==> src/rtl/lc3b_types.sv <==
// rtl/lc3b_types.sv - shared lc3b types, including the L1 cache controller state encoding
package lc3b_types;

    typedef logic [8:0] lc3b_tag;
    typedef logic [2:0] lc3b_index;
    typedef logic [1:0] lc3b_mem_wmask;

    typedef enum logic [1:0] {
        S_HIT       = 2'd0,
        S_WRITEBACK = 2'd1,
        S_ALLOCATE  = 2'd2
    } lc3b_cache_state;

endpackage

==> src/rtl/cache_lru_array.sv <==
// rtl/cache_lru_array.sv - per-set 1-bit LRU flops, one write port and one combinational read port
module cache_lru_array #(
    parameter int NUM_SETS = 8,
    parameter int IDX_W    = $clog2(NUM_SETS)
) (
    input  logic             clk,
    input  logic             rst_n,
    input  logic [IDX_W-1:0] index,
    input  logic             we,
    input  logic             din,
    output logic             dout
);

    logic [NUM_SETS-1:0] lru;

    always_ff @(posedge clk or negedge rst_n) begin
        if (!rst_n) begin
            lru <= '0;
        end else if (we) begin
            lru[index] <= din;
        end
    end

    assign dout = lru[index];

endmodule

==> src/rtl/cache_control.sv <==
// rtl/cache_control.sv - control FSM for the 2-way write-back, write-allocate L1 cache
module cache_control
    import lc3b_types::*;
#(
    parameter int NUM_SETS = 8,
    parameter int CNT_W    = 16
) (
    input  logic             clk,
    input  logic             rst_n,
    input  logic             mem_read,
    input  logic             mem_write,
    input  logic [15:0]      mem_address,
    input  logic             hit0,
    input  logic             hit1,
    input  logic             dirty0,
    input  logic             dirty1,
    input  logic             pmem_resp,
    output logic             mem_resp,
    output logic             pmem_read,
    output logic             pmem_write,
    output logic             pmem_addr_sel,
    output logic             way_sel,
    output logic             load_data,
    output logic             data_in_sel,
    output logic             load_tag,
    output logic             set_valid,
    output logic             set_dirty,
    output logic             clr_dirty,
    output logic             lru_way,
    output logic [CNT_W-1:0] miss_count
);

    localparam int IDX_W = $clog2(NUM_SETS);

    lc3b_cache_state  state, next_state;
    logic [IDX_W-1:0] index;
    logic             req, is_write, hit, victim_dirty;
    logic             lru_we, lru_din, miss_inc;
    logic             addr_unused;

    assign index        = mem_address[IDX_W+3:4];
    assign addr_unused  = ^{mem_address[15:IDX_W+4], mem_address[3:0]};
    assign req          = mem_read | mem_write;
    // Simultaneous read and write resolves to a read.
    assign is_write     = mem_write & ~mem_read;
    assign hit          = hit0 | hit1;
    assign victim_dirty = lru_way ? dirty1 : dirty0;

    cache_lru_array #(
        .NUM_SETS (NUM_SETS),
        .IDX_W    (IDX_W)
    ) u_lru (
        .clk   (clk),
        .rst_n (rst_n),
        .index (index),
        .we    (lru_we),
        .din   (lru_din),
        .dout  (lru_way)
    );

    always_ff @(posedge clk or negedge rst_n) begin
        if (!rst_n) begin
            state <= S_HIT;
        end else begin
            state <= next_state;
        end
    end

    always_ff @(posedge clk or negedge rst_n) begin
        if (!rst_n) begin
            miss_count <= '0;
        end else if (miss_inc && (miss_count != {CNT_W{1'b1}})) begin
            miss_count <= miss_count + CNT_W'(1);
        end
    end

    always_comb begin
        next_state    = state;
        mem_resp      = 1'b0;
        pmem_read     = 1'b0;
        pmem_write    = 1'b0;
        pmem_addr_sel = 1'b0;
        way_sel       = 1'b0;
        load_data     = 1'b0;
        data_in_sel   = 1'b0;
        load_tag      = 1'b0;
        set_valid     = 1'b0;
        set_dirty     = 1'b0;
        clr_dirty     = 1'b0;
        lru_we        = 1'b0;
        lru_din       = 1'b0;
        miss_inc      = 1'b0;

        case (state)
            S_HIT: begin
                if (req) begin
                    if (hit) begin
                        mem_resp = 1'b1;
                        // A double hit is treated as a way0 hit.
                        way_sel  = hit1 & ~hit0;
                        if (is_write) begin
                            load_data   = 1'b1;
                            data_in_sel = 1'b1;
                            set_dirty   = 1'b1;
                        end
                        lru_we  = 1'b1;
                        lru_din = ~(hit1 & ~hit0);
                    end else begin
                        miss_inc   = 1'b1;
                        next_state = victim_dirty ? S_WRITEBACK : S_ALLOCATE;
                    end
                end
            end
            S_WRITEBACK: begin
                pmem_write    = 1'b1;
                pmem_addr_sel = 1'b1;
                way_sel       = lru_way;
                if (pmem_resp) begin
                    next_state = S_ALLOCATE;
                end
            end
            S_ALLOCATE: begin
                pmem_read = 1'b1;
                way_sel   = lru_way;
                if (pmem_resp) begin
                    load_data  = 1'b1;
                    load_tag   = 1'b1;
                    set_valid  = 1'b1;
                    clr_dirty  = 1'b1;
                    next_state = S_HIT;
                end
            end
            default: begin
                next_state = S_HIT;
            end
        endcase
    end

    a_dual_hit: assert property (@(posedge clk) disable iff (!rst_n)
        !((state == S_HIT) && req && hit0 && hit1));

    a_read_write: assert property (@(posedge clk) disable iff (!rst_n)
        !(mem_read && mem_write));

endmodule

==> config.mk <==
export PLATFORM = sky130hd
export DESIGN_NAME = cache_control
export DESIGN_NICKNAME = d
export VERILOG_FILES = /design/src/rtl/lc3b_types.sv /design/src/rtl/cache_lru_array.sv /design/src/rtl/cache_control.sv
export SDC_FILE = /design/constraint.sdc
export NUM_CORES = 1
export LEC_CHECK = 0
export BUFFER_PORTS_ARGS = -buffer_cell sky130_fd_sc_hd__buf_4
export CAP_MARGIN = 20
export CORE_MARGIN = 5
export CORE_UTILIZATION = 40
export DETAILED_ROUTE_END_ITERATION = 7
export PLACE_DENSITY = 0.69
export SLEW_MARGIN = 0
export SYNTH_ARGS = -nofsm -noshare
export SYNTH_HDL_FRONTEND = slang
export SYNTH_SLANG_ARGS = --single-unit
==> constraint.sdc <==
create_clock -name clk -period 4.2 [get_ports clk]
set_clock_uncertainty 0.05 [all_clocks]
set_input_delay 0 -clock clk [delete_from_list [all_inputs] [get_ports clk]]
set_output_delay 0 -clock clk [all_outputs]
set_load 0.05 [all_outputs]
Yosys cells after proc, flatten, opt, wreduce, memory -nomap -nowiden

Index checks and enable logic that the tools add are counted.

Bits of input ports: 25
Register bits: 26
Word-level logic and storage cells: 58
Output and inout port bits: 28

Eq/ne operators: 7
Reduce and logical (&&, ||, !) cells: 5
Add/subtract/negate cells: 1
Order comparisons: 2
Bitwise operators: 7
Mux-type cells: 33

Operators with widths:

| cell                    | count |
|---|---|
| $mux W1                 | 22 |
| $add A16 B1 Y16 const B | 1 |
| $ne A16 B16 Y1 const B  | 1 |
| $mux W2                 | 5 |
| $bwmux W8               | 1 |
| $ne A2 B2 Y1 const B    | 4 |
| $pmux W2 S3             | 1 |
| $lt A3 B4 Y1 const B    | 1 |
| $pmux W1 S2             | 2 |
| $reduce_and A4 Y1       | 1 |
| $bmux W1 S3             | 1 |
| $demux W1 S3            | 1 |
| $ge A3 B1 Y1 const B    | 1 |
| $not A1 Y1              | 3 |
| $and A1 B1 Y1           | 2 |
| $eq A2 B1 Y1 const B    | 1 |
| $eq A2 B2 Y1 const B    | 1 |
| $logic_and A1 B1 Y1     | 2 |
| $logic_not A2 Y1        | 1 |
| $or A1 B1 Y1            | 2 |
| $reduce_or A2 Y1        | 1 |

Longest topological paths before layout

Gate-level depths: netlist of the first run.

Depth in word-level cells: 7
Gate-level depth with buffers: 6
Mapped depth without buffers: 6

Hierarchy

Synthesis of the first run repeated with hierarchy kept, for this count alone.

Cells, all modules: 145
Area total of the unflattened synthesis: 1561.5 um^2

Modules (own cells, without submodules):

| module          | area an instance (um^2) | instances | cells each | sequential area each (um^2) |
|---|---|---|---|---|
| cache_control   | 1109.8                  | 1         | 115        | 450.4 |
| cache_lru_array | 451.7                   | 1         | 30         | 200.2 |

Worst setup path after synthesis of the first run

Ideal clock, no wire load.

Path kind: flip-flop to output port
Start: reg state[0]
End: out load_data
Path buffers: 0
Setup slack: 1.848 ns
Data arrival time: 2.302 ns
Stages on the path, launching flop included: 6
Data required time: 4.150 ns
Path through: dfrtp_1 -> inv_1 -> ha_1 -> nand2_1 -> nor3_1 -> or2_2

Cells in the longest elaborated chain, start to end: 2
Elaborated cells between the ends (all ways): 3
Those cells by class: 1 x eq/ne; 1 x mux; 1 x reduce/logical

RTL lines:

| item                                             | line                | text |
|---|---|---|
| start: declaration                               | cache_control.sv:35 | `lc3b_cache_state state, next_state;` |
| start signal: assignment                         | cache_control.sv:65 | `state <= next_state;` |
| $eq A2 B2 Y1 or $logic_not A2 Y1 (tied branches) | cache_control.sv:94 | `case (state)` |
| $pmux W1 S2 (*)                                  | cache_control.sv:94 |  |
| end: declaration                                 | cache_control.sv:23 | `output logic load_data,` |

Every way passes the cells marked *; elsewhere a longest branch is shown, timed or not.

Worst setup path in the final report of the first run

Start: reg state[0]
End: reg miss_count[15]

Cells in the longest elaborated chain, start to end: 3

RTL lines:

| item                   | line                | text |
|---|---|---|
| $logic_not A2 Y1       | cache_control.sv:94 |  |
| $mux W1                | cache_control.sv:94 |  |
| $logic_and A1 B1 Y1    | cache_control.sv:72 | `end else if (miss_inc && (miss_count != {CNT_W{1'b1}})) begin` |
| end signal: assignment | cache_control.sv:73 | `miss_count <= miss_count + CNT_W'(1);` |
| end: declaration       | cache_control.sv:30 | `output logic [CNT_W-1:0] miss_count` |

Every way passes these cells.
A chain may end at the register's enable or synchronous reset.

==> metrics.csv, run 1 <==
stage,metric,value,unit
timing,final setup fails,0,
global_route,GR Overflow Total,0,
synthesis,Syn Inst Count,148,
final_layout,"commonest non-fill, non-tap cell in the layout",buf_4,
floorplanning,Die ar.,0.00516,mm^2
synthesis,Post-synth EDFFs,0,
synthesis,yosys warns,0,
final_layout,Final Util,51.5,%
detailed_routing,residual DRC count,0,
final_layout,most frequent cells in the layout,"buf_4 (39), dfrtp_1 (26), nor2_1 (13), nand2_1 (10), mux2_2 (10)",
placed_design,placed inst area,0.00182,mm^2
timing,Slew @ Worst Pin,0.479,ns
synthesis,#FFs+latches synth,26,
setup_path,Worst R2R Start,state[0]$_DFFE_PN0P_,
setup_path,FF-to-FF path depth,6,
placed_design,placed insts,227,
final_layout,Antenna Diode Count,0,
clocking,Clock Latency Late Sink,0.27,ns
setup_path,Setup crit end kind,flop,
timing,Slew HR,67.8,%
job,Max Cap Violations,0,
worst_hold_path,sink of the worst hold path,state[1]$_DFFE_PN0P_,
timing,Fmax,471,MHz
global_route,vias in the first global route,1228,
setup_path,crit path launch type,flop,
power_and_ir_drop,PwrDens,572,mW/mm^2
final_layout,"non-filler cells, final",233,
synthesis,synthesized area,0.00153,mm^2
detailed_routing,Starting DRT DRC Count,39,
synthesis,Yosys top cell area share,42.5,%
setup_path,Worst Path Arrival,2.24,ns
detailed_routing,antenna-violating nets left,0,
power_and_ir_drop,P_leak,0.920,nW
placed_design,I/O Buffers,39,
synthesis,Post-synth top flop,dfrtp_1,
worst_hold_path,hold crit path type,in -> reg,
synthesis,syn_area_per_cell,10.3,um^2
clocking,CTS clock-pin slew for the worst setup and hold paths,0.09,ns
clocking,CTS tree,yes,
worst_hold_path,min-delay src,dirty0,
clocking,Clock Path Buffers,2,
setup_path,crit-path max FO,7,
floorplanning,Site Rows,22,
floorplanning,Die Width,71.9,um
timing,Final Max Tran Viols,0,
global_route,initial antenna violation count,0,
final_layout,FILL cells,351,
final_layout,Area Overhead vs Synth,24.0,%
final_layout,nets,216,
timing,Final Hold Viols,0,
outcome,outcome,completed,
clocking,Post-CTS Resized,0,
setup_path,end of the worst register-to-register path,miss_count[15]$_DFFE_PN0P_,
final_layout,layout cell share with drive strength beyond 1,33.0,%
worst_hold_path,worst hold path cell count,3,
synthesis,Synth area leaders,"dfrtp_1 (43%), mux2_2 (7.4%), ha_1 (4.1%)",
detailed_routing,vias,1217,
detailed_routing,vias per cell,5.22,
global_route,largest net degree at the start of global routing,27,
timing,min cycle time layout,2.12,ns
detailed_routing,TritonRoute pass-1 iters,4,
clocking,clock tree sinks,26,
floorplanning,Die Height,71.9,um
placed_design,"worst slack, placed",2.11,ns
setup_path,WP data required,4.31,ns
setup_path,worst reg-to-reg setup slack,2.08,ns
synthesis,post-synth net total,178,
final_layout,final instance area,0.00190,mm^2
timing,RSZ-0062 raised after global routing,no,
synthesis,post-synth cell types,38,
power_and_ir_drop,Peak VDD IR,0.000339,V
floorplanning,initial cell density of the core,41.5,%
timing,final worst path period share,50.6,%
synthesis,Post-synth ARST share,100,%
clocking,Num CTS Buffers,3,
global_route,Tot GR Track Use,13.4,%
synthesis,cell taking the most area after synthesis,dfrtp_1,
timing,Final WS setup,2.08,ns
floorplanning,core area,0.00369,mm^2
clocking,htree depth,1,
global_route,first-pass GRT wire length,5480,um
synthesis,post-synthesis sequential area ratio,42.5,%
detailed_routing,"wirelength, routed",3220,um
placed_design,gp weighted congestion,0.819,
timing,final setup TNS,0,ns
clocking,root buffer cell,clkbuf_8,
floorplanning,Ports,53,
detailed_routing,Routed WL per cell,13.8,um
placed_design,Final HPWL DP,2470,um
setup_path,Setup CP Type,reg -> reg,
==> worst max-delay path, cell delays in order (launching register included) <==
cell and delay, ns:
dfrtp_1 0.42, inv_1 0.09, ha_1 0.23, o21a_1 0.23, nand4_1 0.30, nor4_1 0.34, mux2_1 0.36
==> flip-flops by register name, summed over array words and instances, names as in the netlist <==
name        flops
state           2
miss_count     16
u_lru.lru       8
==> per-stage QoR <==
step                      power (mW)  hold slack (ns)
after floorplan                0.784           -0.346
after global placement         0.915           -0.129
after detailed placement       0.933           -0.122
after CTS                       1.10          0.00680
after global routing            1.16           0.0193
final                           1.09          0.00814
==> cell type report <==
| class | instances | area [um^2] | share of cell area [%] |
|---|---|---|---|
| multi-input combinational | 109 | 801 | 42.2 |
| sequential | 26 | 651 | 34.3 |
| timing repair buffer | 41 | 313 | 16.5 |
| tap | 48 | 60.1 | 3.16 |
| clock buffer | 4 | 55.1 | 2.90 |
| inverter | 5 | 18.8 | 0.989 |
==> cell usage after synthesis, drive strengths merged (3+ instances only) <==
cell / n
dfrtp: 26
mux2: 13
nor2: 13
nand2: 10
nor3: 8
xor2: 7
a21oi: 6
buf: 6
nand3: 6
ha: 5
inv: 5
nor4: 4
o21ai: 4
a211oi: 3
and3: 3
nand4: 3
nor3b: 3
xnor2: 3
==> cells by family (layout without fill, tap and decap cells) <==
group | count (synthesis) | after routing | share of synthesized area [%]
fa+ha+maj | 5 | 5 | 4.09
buf+inv | 13 | 50 | 5.15
simple gates | 59 | 59 | 21.2
xor+xnor | 10 | 10 | 5.72
compound gates | 19 | 19 | 7.93
mux | 16 | 16 | 13.4
flops | 26 | 26 | 42.5
==> per-layer routing <==
| metal | GRT usage, % | up-vias | routed length (um) | share of wire, % |
|---|---|---|---|---|
| met2 | 21.4 | 32 | 1520 | 47 |
| met4 | 7.10 | 0 | 68 | 2.1 |
| met3 | 3.37 | 5 | 220 | 6.8 |
| met1 | 16.6 | 579 | 1410 | 44 |
| li1 | - | 601 | - | - |
| met5 | 0 | - | 0 | 0 |
==> worst max-delay path by stage <==
| stage | start | end | slack, ns | cells after the start |
|---|---|---|---|---|
| global route | state[0]$_DFFE_PN0P_ | miss_count[15]$_DFFE_PN0P_ | 1.95 | 6 |
| detailed placement | state[0]$_DFFE_PN0P_ | miss_count[15]$_DFFE_PN0P_ | 2.11 | 6 |
| floorplan | state[0]$_DFFE_PN0P_ | load_data | 1.85 | 5 |
| CTS | state[0]$_DFFE_PN0P_ | miss_count[15]$_DFFE_PN0P_ | 2.10 | 6 |
| finish | state[0]$_DFFE_PN0P_ | miss_count[15]$_DFFE_PN0P_ | 2.08 | 6 |
| global placement | state[0]$_DFFE_PN0P_ | miss_count[15]$_DFFE_PN0P_ | 2.13 | 6 |
==> power breakdown <==
group / total [mW] / leakage (nW) / switching, mW / internal (mW)
clock network: 0.162 / 0.0288 / 0.0782 / 0.0839
registers: 0.363 / 0.331 / 0.0539 / 0.309
logic: 0.560 / 0.560 / 0.368 / 0.192
total: 1.09 / 0.920 / 0.500 / 0.586
==> repair_timing <==
action | in CTS | in global routing
buffers inserted | 0 | 0
hold buffers | 2 | 0
endpoints found under the hold margin | 27 | 0
No activity file was read; power rests on OpenSTA's default activity.
==> run 2: changes to the inputs <==
- clock period: 4.2 -> 2 ns (I/O delays scaled with it)
==> metrics.csv, run 2 (same netlist as run 1, synthesis figures left out) <==
stage,metric,value,unit
floorplanning,Die ar.,0.00516,mm^2
power_and_ir_drop,Internal,1.38,mW
outcome,outcome,completed,
final_layout,Area Overhead vs Synth,33.4,%
power_and_ir_drop,share of power burned in registers,30.8,%
timing,final setup fails,0,
timing,Final Max Tran Viols,0,
clocking,clock tree sinks,26,
clocking,root buffer cell,clkbuf_8,
setup_path,Setup CP Type,reg -> reg,
setup_path,Worst R2R Start,state[1]$_DFFE_PN0P_,
floorplanning,Site Rows,22,
detailed_routing,Routed WL per cell,14.7,um
clocking,htree depth,1,
setup_path,worst reg-to-reg setup slack,0.1,ns
global_route,largest net degree at the start of global routing,27,
global_route,GR Overflow Total,0,
final_layout,Largest regs,"miss_count (16), u_lru.lru (8), state (2)",
power_and_ir_drop,P_leak,0.962,nW
floorplanning,core area,0.00369,mm^2
power_and_ir_drop,Logic pwr share,51.4,%
final_layout,layout cell share with drive strength beyond 1,42.7,%
timing,Hold WS,0.00219,ns
timing,final worst path period share,95.1,%
power_and_ir_drop,switching part of the total power,43.9,%
detailed_routing,residual DRC count,0,
setup_path,crit path launch type,flop,
setup_path,end of the worst register-to-register path,u_lru.lru[4]$_DFFE_PN0P_,
clocking,Num CTS Buffers,3,
detailed_routing,TritonRoute pass-1 iters,4,
detailed_routing,Starting DRT DRC Count,26,
job,Max Cap Violations,0,
setup_path,WP data required,2.11,ns
worst_hold_path,hold crit path type,in -> reg,
global_route,vias in the first global route,1297,
setup_path,crit path from,state[1]$_DFFE_PN0P_,
floorplanning,initial cell density of the core,41.5,%
clocking,Clock Latency Late Sink,0.27,ns
power_and_ir_drop,PwrDens,1210,mW/mm^2
placed_design,placed inst area,0.00187,mm^2
detailed_routing,vias per cell,5.41,
timing,min cycle time layout,1.90,ns
timing,RSZ-0062 raised after global routing,yes,
final_layout,most frequent cells in the layout,"buf_4 (44), dfrtp_1 (21), nor2_1 (13), nand2_1 (10), mux2_2 (10)",
timing,Fmax,526,MHz
clocking,CTS tree,yes,
power_and_ir_drop,switching pwr,1.08,mW
power_and_ir_drop,Peak VDD IR,0.000499,V
final_layout,nets,223,
setup_path,slowest CP cell,dfrtp_1,
detailed_routing,antenna-violating nets left,0,
clocking,CTS clock-pin slew for the worst setup and hold paths,0.10,ns
global_route,initial antenna violation count,0,
final_layout,FILL cells,341,
floorplanning,Die Height,71.9,um
global_route,Tot GR Track Use,13.7,%
clocking,Clock Path Buffers,2,
setup_path,Setup crit end kind,flop,
timing,Slew HR,66.6,%
placed_design,I/O Buffers,39,
worst_hold_path,sink of the worst hold path,state[1]$_DFFE_PN0P_,
placed_design,gp weighted congestion,0.814,
timing,Slew @ Worst Pin,0.499,ns
final_layout,final instance area,0.00204,mm^2
setup_path,Worst Path Arrival,2.01,ns
setup_path,"slowest stage delay, CP",0.42,ns
worst_hold_path,worst hold path cell count,3,
timing,Final Hold Viols,0,
setup_path,crit-path max FO,5,
setup_path,critical path cell sequence,inv_1 > ha_2 > o21ai_1 > or3_4 > nor3b_2 > mux2_2,
timing,final setup TNS,0,ns
global_route,first-pass GRT wire length,5770,um
setup_path,FF-to-FF path depth,6,
final_layout,"commonest non-fill, non-tap cell in the layout",buf_4,
final_layout,Largest Register,miss_count,
floorplanning,Ports,53,
floorplanning,Die Width,71.9,um
detailed_routing,"wirelength, routed",3520,um
final_layout,max reg flops,16,
final_layout,Antenna Diode Count,0,
worst_hold_path,min-delay src,dirty1,
placed_design,Final HPWL DP,2640,um
detailed_routing,vias,1299,
power_and_ir_drop,clock network fraction of total power,17.7,%
==> run 2: cell types whose count changed in the layout (fill, tap and decap cells not counted), sizes merged <==
cell and change:
buf +6, clkbuf -1, dlygate4sd3 +1, bufinv +1
==> run 2: how the worst max path moves through the flow <==
stage / endpoint / slack (ns) / cells past startpoint
final: u_lru.lru[4]$_DFFE_PN0P_ / 0.1 / 6
after global routing: miss_count[15]$_DFFE_PN0P_ / -0.03 / 6
after CTS: u_lru.lru[4]$_DFFE_PN0P_ / 0.002 / 6
after detailed placement: u_lru.lru[4]$_DFFE_PN0P_ / 0.02 / 6
after global placement: u_lru.lru[4]$_DFFE_PN0P_ / 0.1 / 6
after floorplan: miss_count[12]$_DFFE_PN0P_ / 0.001 / 6
==> run 2: timing repair <==
action,CTS,global route
endpoints found under the setup margin,2,13
pin swaps,0,1
hold endpoints to repair,27,0
resized for setup,2,10
hold buffers,3,0
buffers inserted,0,1
==> run 2: power groups by stage <==
stage	clock network, mW	logic [mW]	registers (mW)
floorplan	0	0.715	0.937
global placement	0	1.21	0.759
detailed placement	0	1.23	0.773
CTS	0.443	1.24	0.763
global route	0.457	1.37	0.785
finish	0.437	1.27	0.761
==> run 2: worst max-delay path: cells and delay by family (launching register included) <==
kind	cells	cell delay (ns)
mux	1	0.35
simple gates	2	0.57
compound gates	1	0.10
fa+ha+maj	1	0.21
flops	1	0.42
buf+inv	1	0.09
==> run 2: metal layers <==
metal,vias up,part of all wire [%],track usage (%),wire length [um]
li1,611,-,-,-
met1,655,42,16.9,1480
met2,27,53,23.6,1850
met3,6,4.4,2.95,155
met4,0,1.1,4.59,38
met5,-,0,0,0
==> run 2: layout make-up <==
| class | instances | area [um^2] | share of cell area (%) |
|---|---|---|---|
| Sequential cell | 26 | 657 | 32.2 |
| Multi-Input combinational cell | 109 | 863 | 42.3 |
| Tap cell | 48 | 60.1 | 2.94 |
| Inverter | 5 | 18.8 | 0.919 |
| Clock inverter | 1 | 30.0 | 1.47 |
| Timing Repair Buffer | 48 | 372 | 18.2 |
| Clock buffer | 3 | 41.3 | 2.02 |
==> run 2: per-stage QoR <==
stage          cells  setup slack [ns]  power, mW  util, %
2_1_floorplan    148           0.00130       1.65        -
3_3_place_gp     232            0.0997       1.97     50.7
3_5_place_dp     232            0.0183       2.00     50.7
4_1_cts          239           0.00159       2.45     53.8
5_1_grt          240           -0.0304       2.61     55.4
6_report         240            0.0973       2.47     55.4
==> run 3: changes to the inputs <==
- RECOVER_POWER: not set -> 25
==> metrics.csv, run 3 (same netlist as run 1, synthesis figures left out) <==
stage,metric,value,unit
timing,final worst path period share,95.1,%
setup_path,Setup CP Type,reg -> reg,
detailed_routing,antenna-violating nets left,0,
final_layout,nets,223,
global_route,first-pass GRT wire length,5770,um
clocking,CTS clock-pin slew for the worst setup and hold paths,0.10,ns
clocking,root buffer cell,clkbuf_8,
setup_path,crit-path max FO,5,
clocking,Clock Path Buffers,2,
detailed_routing,Starting DRT DRC Count,26,
clocking,htree depth,1,
global_route,Tot GR Track Use,13.7,%
clocking,Clock Latency Late Sink,0.27,ns
final_layout,FILL cells,341,
placed_design,Final HPWL DP,2640,um
timing,Final Max Tran Viols,0,
detailed_routing,TritonRoute pass-1 iters,4,
timing,Final Hold Viols,0,
clocking,clock tree sinks,26,
floorplanning,initial cell density of the core,41.5,%
clocking,CTS tree,yes,
worst_hold_path,hold crit path type,in -> reg,
timing,Slew HR,6.19,%
setup_path,WP data required,2.11,ns
timing,Hold WS,0.00219,ns
timing,RSZ-0062 raised after global routing,yes,
placed_design,I/O Buffers,39,
final_layout,Antenna Diode Count,0,
final_layout,Area Overhead vs Synth,33.2,%
setup_path,worst reg-to-reg setup slack,0.1,ns
detailed_routing,residual DRC count,0,
final_layout,layout cell share with drive strength beyond 1,42.2,%
detailed_routing,"wirelength, routed",3530,um
clocking,Num CTS Buffers,3,
detailed_routing,vias per cell,5.42,
final_layout,final instance area,0.00204,mm^2
final_layout,Largest Register,miss_count,
floorplanning,Ports,53,
final_layout,max reg flops,16,
timing,Fmax,526,MHz
floorplanning,core area,0.00369,mm^2
placed_design,placed insts,232,
global_route,GR Overflow Total,0,
global_route,vias in the first global route,1297,
detailed_routing,vias,1301,
final_layout,"non-filler cells, final",240,
timing,final setup fails,0,
detailed_routing,Routed WL per cell,14.7,um
floorplanning,Die Height,71.9,um
floorplanning,Die Width,71.9,um
placed_design,placed inst area,0.00187,mm^2
final_layout,Largest regs,"miss_count (16), u_lru.lru (8), state (2)",
setup_path,crit path launch type,flop,
timing,min cycle time layout,1.90,ns
timing,Slew @ Worst Pin,1.41,ns
final_layout,"commonest non-fill, non-tap cell in the layout",buf_4,
job,Max Cap Violations,0,
placed_design,gp weighted congestion,0.814,
power_and_ir_drop,P_leak,0.958,nW
power_and_ir_drop,PwrDens,1210,mW/mm^2
floorplanning,Site Rows,22,
power_and_ir_drop,Final Power,2.47,mW
global_route,largest net degree at the start of global routing,27,
global_route,initial antenna violation count,0,
setup_path,Setup crit end kind,flop,
final_layout,most frequent cells in the layout,"buf_4 (43), dfrtp_1 (21), nor2_1 (13), nand2_1 (10), mux2_2 (10)",
setup_path,Worst Path Arrival,2.01,ns
floorplanning,Die ar.,0.00516,mm^2
final_layout,Final Util,55.3,%
outcome,outcome,completed,
power_and_ir_drop,Peak VDD IR,0.000499,V
run 3: power by group:
group / internal [mW] / switching, mW / total [mW]
clock network: 0.268 / 0.169 / 0.437
registers: 0.651 / 0.109 / 0.761
logic: 0.463 / 0.805 / 1.27
run 3: final cells by class:
class	count	area (um^2)	share of cell area, %
Timing Repair Buffer	48	368	18.0
Tap cell	48	60.1	2.95
Multi-Input combinational cell	109	863	42.4
Sequential cell	26	657	32.2
Clock buffer	3	41.3	2.03
Clock inverter	1	30.0	1.47
Inverter	5	18.8	0.921
run 3: worst max-delay path, cell delays in order, from the launching register on:
cell     delay (ns)
dfrtp_1        0.42
inv_1          0.09
ha_2           0.21
o21ai_1        0.10
or3_4          0.37
nor3b_2        0.20
mux2_2         0.35
run 3: layer usage:
layer	vias to the layer above	wire length, um	track usage, %
li1	611	-	-
met1	657	1480	16.9
met2	27	1850	23.6
met3	6	155	2.95
met4	0	38	4.59
met5	-	0	0
run 3: per-stage QoR:
stage / worst slack (ns) / setup TNS [ns]
final: 0.0973 / 0
after global routing: -0.0304 / -0.0941
after CTS: 0.00159 / 0
after detailed placement: 0.0183 / 0
after global placement: 0.0997 / 0
after floorplan: 0.00130 / 0
run 3: path summary, 6_finish.rpt:
kind	start	end	depth (start not counted)
max	state[1]$_DFFE_PN0P_	u_lru.lru[4]$_DFFE_PN0P_	6
min	dirty1	state[1]$_DFFE_PN0P_	3
max reg2reg	state[1]$_DFFE_PN0P_	u_lru.lru[4]$_DFFE_PN0P_	6
min reg2reg	miss_count[12]$_DFFE_PN0P_	miss_count[12]$_DFFE_PN0P_	1
max in group asynchronous	rst_n	miss_count[5]$_DFFE_PN0P_	2
min in group asynchronous	rst_n	miss_count[4]$_DFFE_PN0P_	2
run 3: what timing repair did:
| item | CTS | global route |
|---|---|---|
| setup buffers | 0 | 1 |
| hold buffers | 3 | 0 |
| setup endpoints to repair | 2 | 13 |
| resized for setup | 2 | 10 |
| endpoints found under the hold margin | 27 | 0 |
| pin swaps | 0 | 1 |
